File: src/rtl/prod_accum.sv
// Burst accumulator for 8-bit unsigned products from the upstream multiplier array.
// Sums len products (0 means 16) and presents the wrapped sum with a sticky carry flag.
module prod_accum #(
  parameter int ACC_W = 12
) (
  input  logic             clk,
  input  logic             rst_n,
  input  logic             ena,
  input  logic             clear,
  input  logic [3:0]       len,
  input  logic             in_valid,
  input  logic [7:0]       in_data,
  output logic             in_ready,
  output logic             out_valid,
  input  logic             out_ready,
  output logic [ACC_W-1:0] out_data,
  output logic             ovf
);

  typedef enum logic [1:0] {
    S_IDLE  = 2'd0,
    S_ACCUM = 2'd1,
    S_DONE  = 2'd2
  } state_t;

  state_t           r_state;
  logic [ACC_W-1:0] r_acc;
  logic [3:0]       r_rem;
  logic             r_ovf;
  logic             r_out_valid;
  logic [ACC_W:0]   w_sum;

  // Top bit of the result is the carry out of the ACC_W-bit accumulator.
  function automatic logic [ACC_W:0] add_wrap(input logic [ACC_W-1:0] a,
                                              input logic [7:0]       b);
    return (ACC_W+1)'(a) + (ACC_W+1)'(b);
  endfunction

  assign w_sum     = add_wrap(r_acc, in_data);
  assign in_ready  = rst_n & ena & (r_state != S_DONE);
  assign out_valid = r_out_valid;
  assign out_data  = r_acc;
  assign ovf       = r_ovf;

  always_ff @(posedge clk or negedge rst_n) begin
    if (!rst_n) begin
      r_state     <= S_IDLE;
      r_acc       <= '0;
      r_rem       <= '0;
      r_ovf       <= 1'b0;
      r_out_valid <= 1'b0;
    end else if (ena) begin
      if (clear) begin
        r_state     <= S_IDLE;
        r_acc       <= '0;
        r_rem       <= '0;
        r_ovf       <= 1'b0;
        r_out_valid <= 1'b0;
      end else begin
        case (r_state)
          S_IDLE: begin
            if (in_valid) begin
              r_acc <= ACC_W'(in_data);
              // len-1 in four bits gives 15 for len=0, i.e. a 16-product burst.
              r_rem <= len - 4'd1;
              r_ovf <= 1'b0;
              if (len == 4'd1) begin
                r_state     <= S_DONE;
                r_out_valid <= 1'b1;
              end else begin
                r_state <= S_ACCUM;
              end
            end
          end
          S_ACCUM: begin
            if (in_valid) begin
              r_acc <= w_sum[ACC_W-1:0];
              r_ovf <= r_ovf | w_sum[ACC_W];
              r_rem <= r_rem - 4'd1;
              if (r_rem == 4'd1) begin
                r_state     <= S_DONE;
                r_out_valid <= 1'b1;
              end
            end
          end
          S_DONE: begin
            if (out_ready) begin
              r_state     <= S_IDLE;
              r_out_valid <= 1'b0;
            end
          end
          default: begin
            r_state     <= S_IDLE;
            r_out_valid <= 1'b0;
          end
        endcase
      end
    end
  end

endmodule

File: config.mk
export PLATFORM = sky130hd
export DESIGN_NAME = prod_accum
export DESIGN_NICKNAME = d
export VERILOG_FILES = /design/src/rtl/prod_accum.sv
export SDC_FILE = /design/constraint.sdc
export NUM_CORES = 1
export LEC_CHECK = 0
export CAP_MARGIN = 20
export CORE_MARGIN = 2
export CORE_UTILIZATION = 46
export DETAILED_ROUTE_END_ITERATION = 8
export PLACE_DENSITY = 0.86
export SLEW_MARGIN = 0
export SYNTH_ARGS = -nofsm -noshare
export SYNTH_HDL_FRONTEND = slang
export SYNTH_SLANG_ARGS = --single-unit
File: constraint.sdc
create_clock -name clk -period 1.85 [get_ports clk]
set_input_delay 0.37 -clock clk [delete_from_list [all_inputs] [get_ports clk]]
set_output_delay 0.37 -clock clk [all_outputs]
set_load 0.1 [all_outputs]
==> results.sh, run 1 <==
export IMPL_synth_seq_cells=20
export IMPL_cp_required_ps=2090
export IMPL_drt_wl_total_um=4610
export IMPL_violations="setup timing"
export IMPL_setup_ws_ps=-234
export IMPL_ff2ff_path_depth=8
export IMPL_synthCells=171
export IMPL_h_tree_depth=1
export IMPL_static_leakage_power_nw=1.04
export IMPL_place_congestion=0.854
export IMPL_via_per_inst=5.83
export IMPL_diodes=0
export IMPL_slew_headroom_pct=73.2
export IMPL_drtAntennaViolNets=0
export IMPL_crit_cells=8
export IMPL_core_area_sq_um=3100
export IMPL_grt_pass1_wl_um=7460
export IMPL_num_rows=20
export IMPL_dp_cells=271
export IMPL_crit_type="reg2reg"
export IMPL_grt_usage_pct=26.8
export IMPL_crit_family="compound AO/OA/AOI/OAI gates"
export IMPL_netlist_cell_type_count=40
export IMPL_die_area_sq_um=3770
export IMPL_fmax_ghz=0.480
export IMPL_ios=33
export IMPL_drt_iter0_markers=96
export IMPL_period_share_pct=113
export IMPL_initial_core_util_pct=48.9
export IMPL_clock_skew_ps=10.3
export IMPL_syn_avg_cell_area_sq_um=8.87
export IMPL_syn_nets=202
export IMPL_grt_antenna_before_repair=0
export IMPL_tightest_slew_ps=402
export IMPL_synth_area_sq_um=1520
export IMPL_cts_tree="built"
export IMPL_slowest_delay_ps=440
export IMPL_crit_buf_inv=1
export IMPL_nNetsFinal=265
export IMPL_cp_start_kind="register"
export IMPL_synth_edf_count=0
export IMPL_cts_made_buffers=3
export IMPL_finalNonFillerCells=277
export IMPL_critPathMaxFanout=2
export IMPL_crit_slowest_cell="dfrtp_4"
export IMPL_port_buffers=32
export IMPL_clk_path_buf_depth=2
export IMPL_area_delta_synth_final_pct=59.3
export IMPL_layout_drive_gt1_share_pct=34.3
export IMPL_drc_errors=0
export IMPL_ys_async_sr_fraction_pct=100
export IMPL_maxSlewViolCount=0
export IMPL_final_cell_mix="buf_4, nand2_1, buf_12"
export IMPL_grt_max_degree=21
export IMPL_yosysSeqAreaShare_pct=33.0
export IMPL_clk_pin_slew_ps=120
export IMPL_grt_pass1_vias=1731
export IMPL_crit_arrival_ps=2330
export IMPL_worst_skew_pair_late_latency_ps=310
export IMPL_die_w_um=61.4
export IMPL_dr_total_vias=1615
export IMPL_maxCapViolCount=0
export IMPL_hold_class="in2async"
export IMPL_clockRootBuffer="clkbuf_4"
export IMPL_vdd_ir_drop_max_v=0.000867
export IMPL_yosys_warnings=0
export IMPL_end_kind="register"
export IMPL_fin_util_pct=77.9
export IMPL_ys_flop_type="dfrtp_1"
export IMPL_ctsHoldBuffers=0
export IMPL_min_period_ps=2080
export IMPL_wl_per_cell_um=16.6
export IMPL_final_common_cell="buf_4"
export IMPL_crit_chain="ha_4 > inv_2 > fa_2 > nand2b_4 > a21o_1 > a2111oi_4 > mux2i_1 > a31o_1"
export IMPL_setup_viol=6
export IMPL_hold_violations=0
export IMPL_rsz0062_at_grt="true"
export IMPL_dr_pass1_iters=6
export IMPL_status="finished, violations left"
export IMPL_die_y_um=61.4
export IMPL_power_density_nw_per_um2=1440
export IMPL_cts_sink_count=20
export IMPL_dp_hpwl_um=3550
export IMPL_overflow=0
[worst reg2reg max path: cells and delay by family (launching register included)]
family	cells	cell delay [ps]
adders and majority gates	2	460
AOI/OAI and AO/OA	3	660
and+or+nand+nor	1	150
muxes	1	270
DFF	1	440
buffers and inverters	1	30
[area by class of cell]
type / count / area, sq um
clock buffer: 4 / 36.3
fill: 210 / 687
inverter: 10 / 37.5
multi-input combinational: 135 / 1050
sequential: 20 / 526
tap: 44 / 55.1
timing repair buffer: 64 / 711
[where the power goes]
part | leakage, nW | switching [W] | total [W] | internal [W]
combinational | 0.770 | 0.00141 | 0.00244 | 0.00103
clock | 0.0210 | 0.000143 | 0.000263 | 0.000120
sequential | 0.252 | 0.000185 | 0.000782 | 0.000597
[final timing paths]
path / startpoint / slack, ps / to
worst max-delay path: out_data[0] / -230 / out_data[10]
worst min-delay path: rst_n / 520 / out_data[1]
worst max register to register: out_data[0] / -230 / out_data[10]
worst min register to register: r_rem[3] / 570 / r_rem[3]
max in group asynchronous: rst_n / 1080 / out_data[6]
min in group clk: r_rem[3] / 570 / r_rem[3]
[repair_timing]
| action | in CTS | in global routing |
|---|---|---|
| setup buffers | 1 | 1 |
| setup endpoints to repair | 7 | 7 |
| pin swaps | 10 | 5 |
| gates resized for setup | 10 | 4 |
[routing by layer]
layer  vias to the layer above  GRT usage (%)  wire length [um]
met3                        18           3.78               286
li1                        755              -                 -
met2                        75           52.1              2470
met4                         0           10.0               126
met1                       767           29.1              1730
met5                         -              0                 0
[state kept, by name (all words and copies together) (netlist names)]
signal     cells
out_data      12
r_rem          4
r_state        2
out_valid      1
ovf            1
[through the flow]
step	setup TNS [ps]	worst slack [ps]	area [sq um]	power, W	hold slack [ps]
detailed placement	-5370	-707	2310	0.00310	535
global placement	-4380	-630	2310	0.00299	518
floorplan	-1300	-387	1600	0.00218	74.4
CTS	-1050	-264	2390	0.00340	515
finish	-931	-234	2420	0.00348	520
global route	-1220	-271	2420	0.00367	523
[cells in the mapped netlist (2+ instances only)]
library cell,count,share of area (%)
dfrtp_1,20,33
ha_1,12,9.9
inv_1,10,2.5
mux2i_1,2,1.3
o31ai_1,3,1.5
nand3_1,4,1.3
a211oi_1,4,2.0
or3_1,2,0.82
o211ai_1,3,1.5
o22ai_1,2,0.82
nand2_1,19,4.7
a2111o_1,2,1.5
a22o_1,6,3.5
a21o_1,3,1.5
nor4b_1,4,2.3
buf_2,3,0.99
xor2_1,4,2.3
o21ai_0,14,4.6
nand2b_1,3,1.2
nor3_1,2,0.66
a21oi_1,16,5.3
clkbuf_1,2,0.50
xnor2_1,4,2.3
nor2_1,11,2.7
[kinds of logic (layout without fill, tap and decap cells)]
logic type | count (synthesis) | in the layout | synth area share, %
multiplexers | 2 | 2 | 1.32
adder cells (fa/ha/maj) | 13 | 13 | 11.2
flip-flops | 20 | 20 | 33.0
XOR/XNOR | 8 | 8 | 4.62
AND/OR/NAND/NOR | 50 | 50 | 16.8
AO/OA/AOI/OAI | 62 | 62 | 28.3
buffers and inverters | 16 | 78 | 4.70
Power figures use the tool's default switching activity.
==> run 2: changes to the inputs <==
CORE_UTILIZATION = 50   (was 46)
PLACE_DENSITY = 0.89   (was 0.86)
clock period = 2 ns   (was 1.85 ns; I/O delays follow)
==> run 2 against run 1 <==
Net effect:
- the run still ends with setup timing left
- sequential cell count unchanged
- cell count down 5.1%
- total power down 14%
- sequential share of layout area up 1.4 points
- clock power down 6%
==> results.sh, run 2 (synthesized netlist as in run 1, its figures left out) <==
export IMPL_via_per_inst=6.15
export IMPL_crit_buf_inv=1
export IMPL_status="finished, violations left"
export IMPL_wl_per_cell_um=17.0
export IMPL_grt_max_degree=21
export IMPL_p_switching_w=0.00157
export IMPL_hold_violations=0
export IMPL_final_area_sq_um=2270
export IMPL_crit_slowest_cell="dfrtp_4"
export IMPL_initial_core_util_pct=53.6
export IMPL_r2r_slack_ps=-70
export IMPL_static_leakage_power_nw=1.03
export IMPL_cts_sink_count=20
export IMPL_cp_start_kind="register"
export IMPL_regToRegStartpoint="out_data[0]"
export IMPL_crit_arrival_ps=2290
export IMPL_die_w_um=59.1
export IMPL_hold_class="reg2reg"
export IMPL_clk_pin_slew_ps=120
export IMPL_die_area_sq_um=3490
export IMPL_period_share_pct=104
export IMPL_h_tree_depth=1
export IMPL_setup_viol=1
export IMPL_drt_wl_total_um=4470
export IMPL_diodes=0
export IMPL_end_kind="register"
export IMPL_cp_endpoint="out_data[10]"
export IMPL_clockRootBuffer="clkbuf_4"
export IMPL_crit_cells=8
export IMPL_rr_endpoint="out_data[10]"
export IMPL_port_buffers=32
export IMPL_dp_hpwl_um=3440
export IMPL_cp_startpoint="out_data[0]"
export IMPL_violations="setup timing"
export IMPL_cts_made_buffers=3
export IMPL_clock_skew_ps=4.00
export IMPL_nNetsFinal=264
export IMPL_finalSetupTns_ps=-74.5
export IMPL_die_y_um=59.1
export IMPL_drtAntennaViolNets=0
export IMPL_clk_path_buf_depth=2
export IMPL_ios=33
export IMPL_maxCapViolCount=0
export IMPL_core_area_sq_um=2830
export IMPL_power_frac_comb_pct=68.2
export IMPL_crit_family="compound AO/OA/AOI/OAI gates"
export IMPL_p_int_w=0.00143
export IMPL_worstHoldStart="out_valid"
export IMPL_critPathMaxFanout=2
export IMPL_crit_chain="ha_4 > inv_2 > fa_2 > nand2b_4 > a21o_1 > a2111oi_4 > mux2i_1 > a31o_1"
export IMPL_pre_cts_slack_ps=-658
export IMPL_num_rows=19
export IMPL_setup_ws_ps=-74.5
export IMPL_p_clk_share_pct=8.2
export IMPL_rsz0062_at_grt="true"
export IMPL_tightest_slew_ps=480
export IMPL_grt_antenna_before_repair=0
export IMPL_power_frac_seq_pct=23.6
export IMPL_final_cell_mix="buf_4, nand2_1, o21ai_0"
export IMPL_ff2ff_path_depth=8
export IMPL_crit_type="reg2reg"
export IMPL_fmax_ghz=0.482
export IMPL_slew_headroom_pct=68.0
export IMPL_cts_tree="built"
export IMPL_power_density_nw_per_um2=1320
export IMPL_ctsHoldBuffers=0
export IMPL_maxSlewViolCount=0
export IMPL_drc_errors=0
export IMPL_fin_util_pct=80.4
export IMPL_drt_iter0_markers=119
export IMPL_place_congestion=0.834
export IMPL_area_delta_synth_final_pct=50.0
export IMPL_overflow=0
export IMPL_grt_pass1_wl_um=7420
export IMPL_dr_total_vias=1618
export IMPL_placed_area_sq_um=2150
export IMPL_layout_drive_gt1_share_pct=32.8
export IMPL_p_sw_share_pct=52.2
export IMPL_slowest_delay_ps=440
export IMPL_largest_register_ff_count=12
export IMPL_final_common_cell="buf_4"
export IMPL_min_period_ps=2070
export IMPL_dr_pass1_iters=4
export IMPL_cp_required_ps=2210
export IMPL_worst_skew_pair_late_latency_ps=310
export IMPL_grt_pass1_vias=1663
export IMPL_grt_usage_pct=28.1
export IMPL_vdd_ir_drop_max_v=0.00107
[run 2: cell type report]
cell class / instances / area [sq um]
clock buffer: 4 / 36.3
fill: 174 / 554
inverter: 10 / 37.5
multi-input combinational: 135 / 1040
sequential: 20 / 526
tap: 31 / 38.8
timing repair buffer: 63 / 596
[run 2: power by group through the flow]
stage                     sequential (W)  combinational (W)  clock, W
final                           0.000710            0.00205  0.000246
after global placement          0.000697            0.00184         0
after global routing            0.000723            0.00218  0.000257
after CTS                       0.000704            0.00200  0.000247
after detailed placement        0.000706            0.00193         0
after floorplan                  0.00121           0.000781         0
[run 2: repair_timing]
| action | 4_1_cts | 5_1_grt |
|---|---|---|
| pin swaps | 7 | 3 |
| resized for setup | 9 | 7 |
| buffers inserted | 2 | 1 |
| setup endpoints to repair | 7 | 6 |
[run 2: layer usage]
metal	up-vias	track usage (%)	routed length, um
li1	747	-	-
met1	791	34.0	1740
met2	70	50.3	2400
met3	10	3.93	260
met4	0	10.4	71
met5	-	0	0
[run 2: stage by stage]
stage	instances	hold slack (ps)	power, W
finish	263	529	0.00300
global placement	256	480	0.00254
CTS	262	531	0.00295
detailed placement	256	499	0.00264
floorplan	171	104	0.00200
global route	263	536	0.00316
[run 2: worst min path at each step]
| stage | end | depth (start not counted) | slack (ps) |
|---|---|---|---|
| finish | out_valid | 1 | 530 |
| global route | out_valid | 1 | 540 |
| CTS | out_valid | 1 | 530 |
| detailed placement | out_valid | 1 | 500 |
| global placement | out_valid | 1 | 480 |
| floorplan | out_data[10] | 0 | 100 |
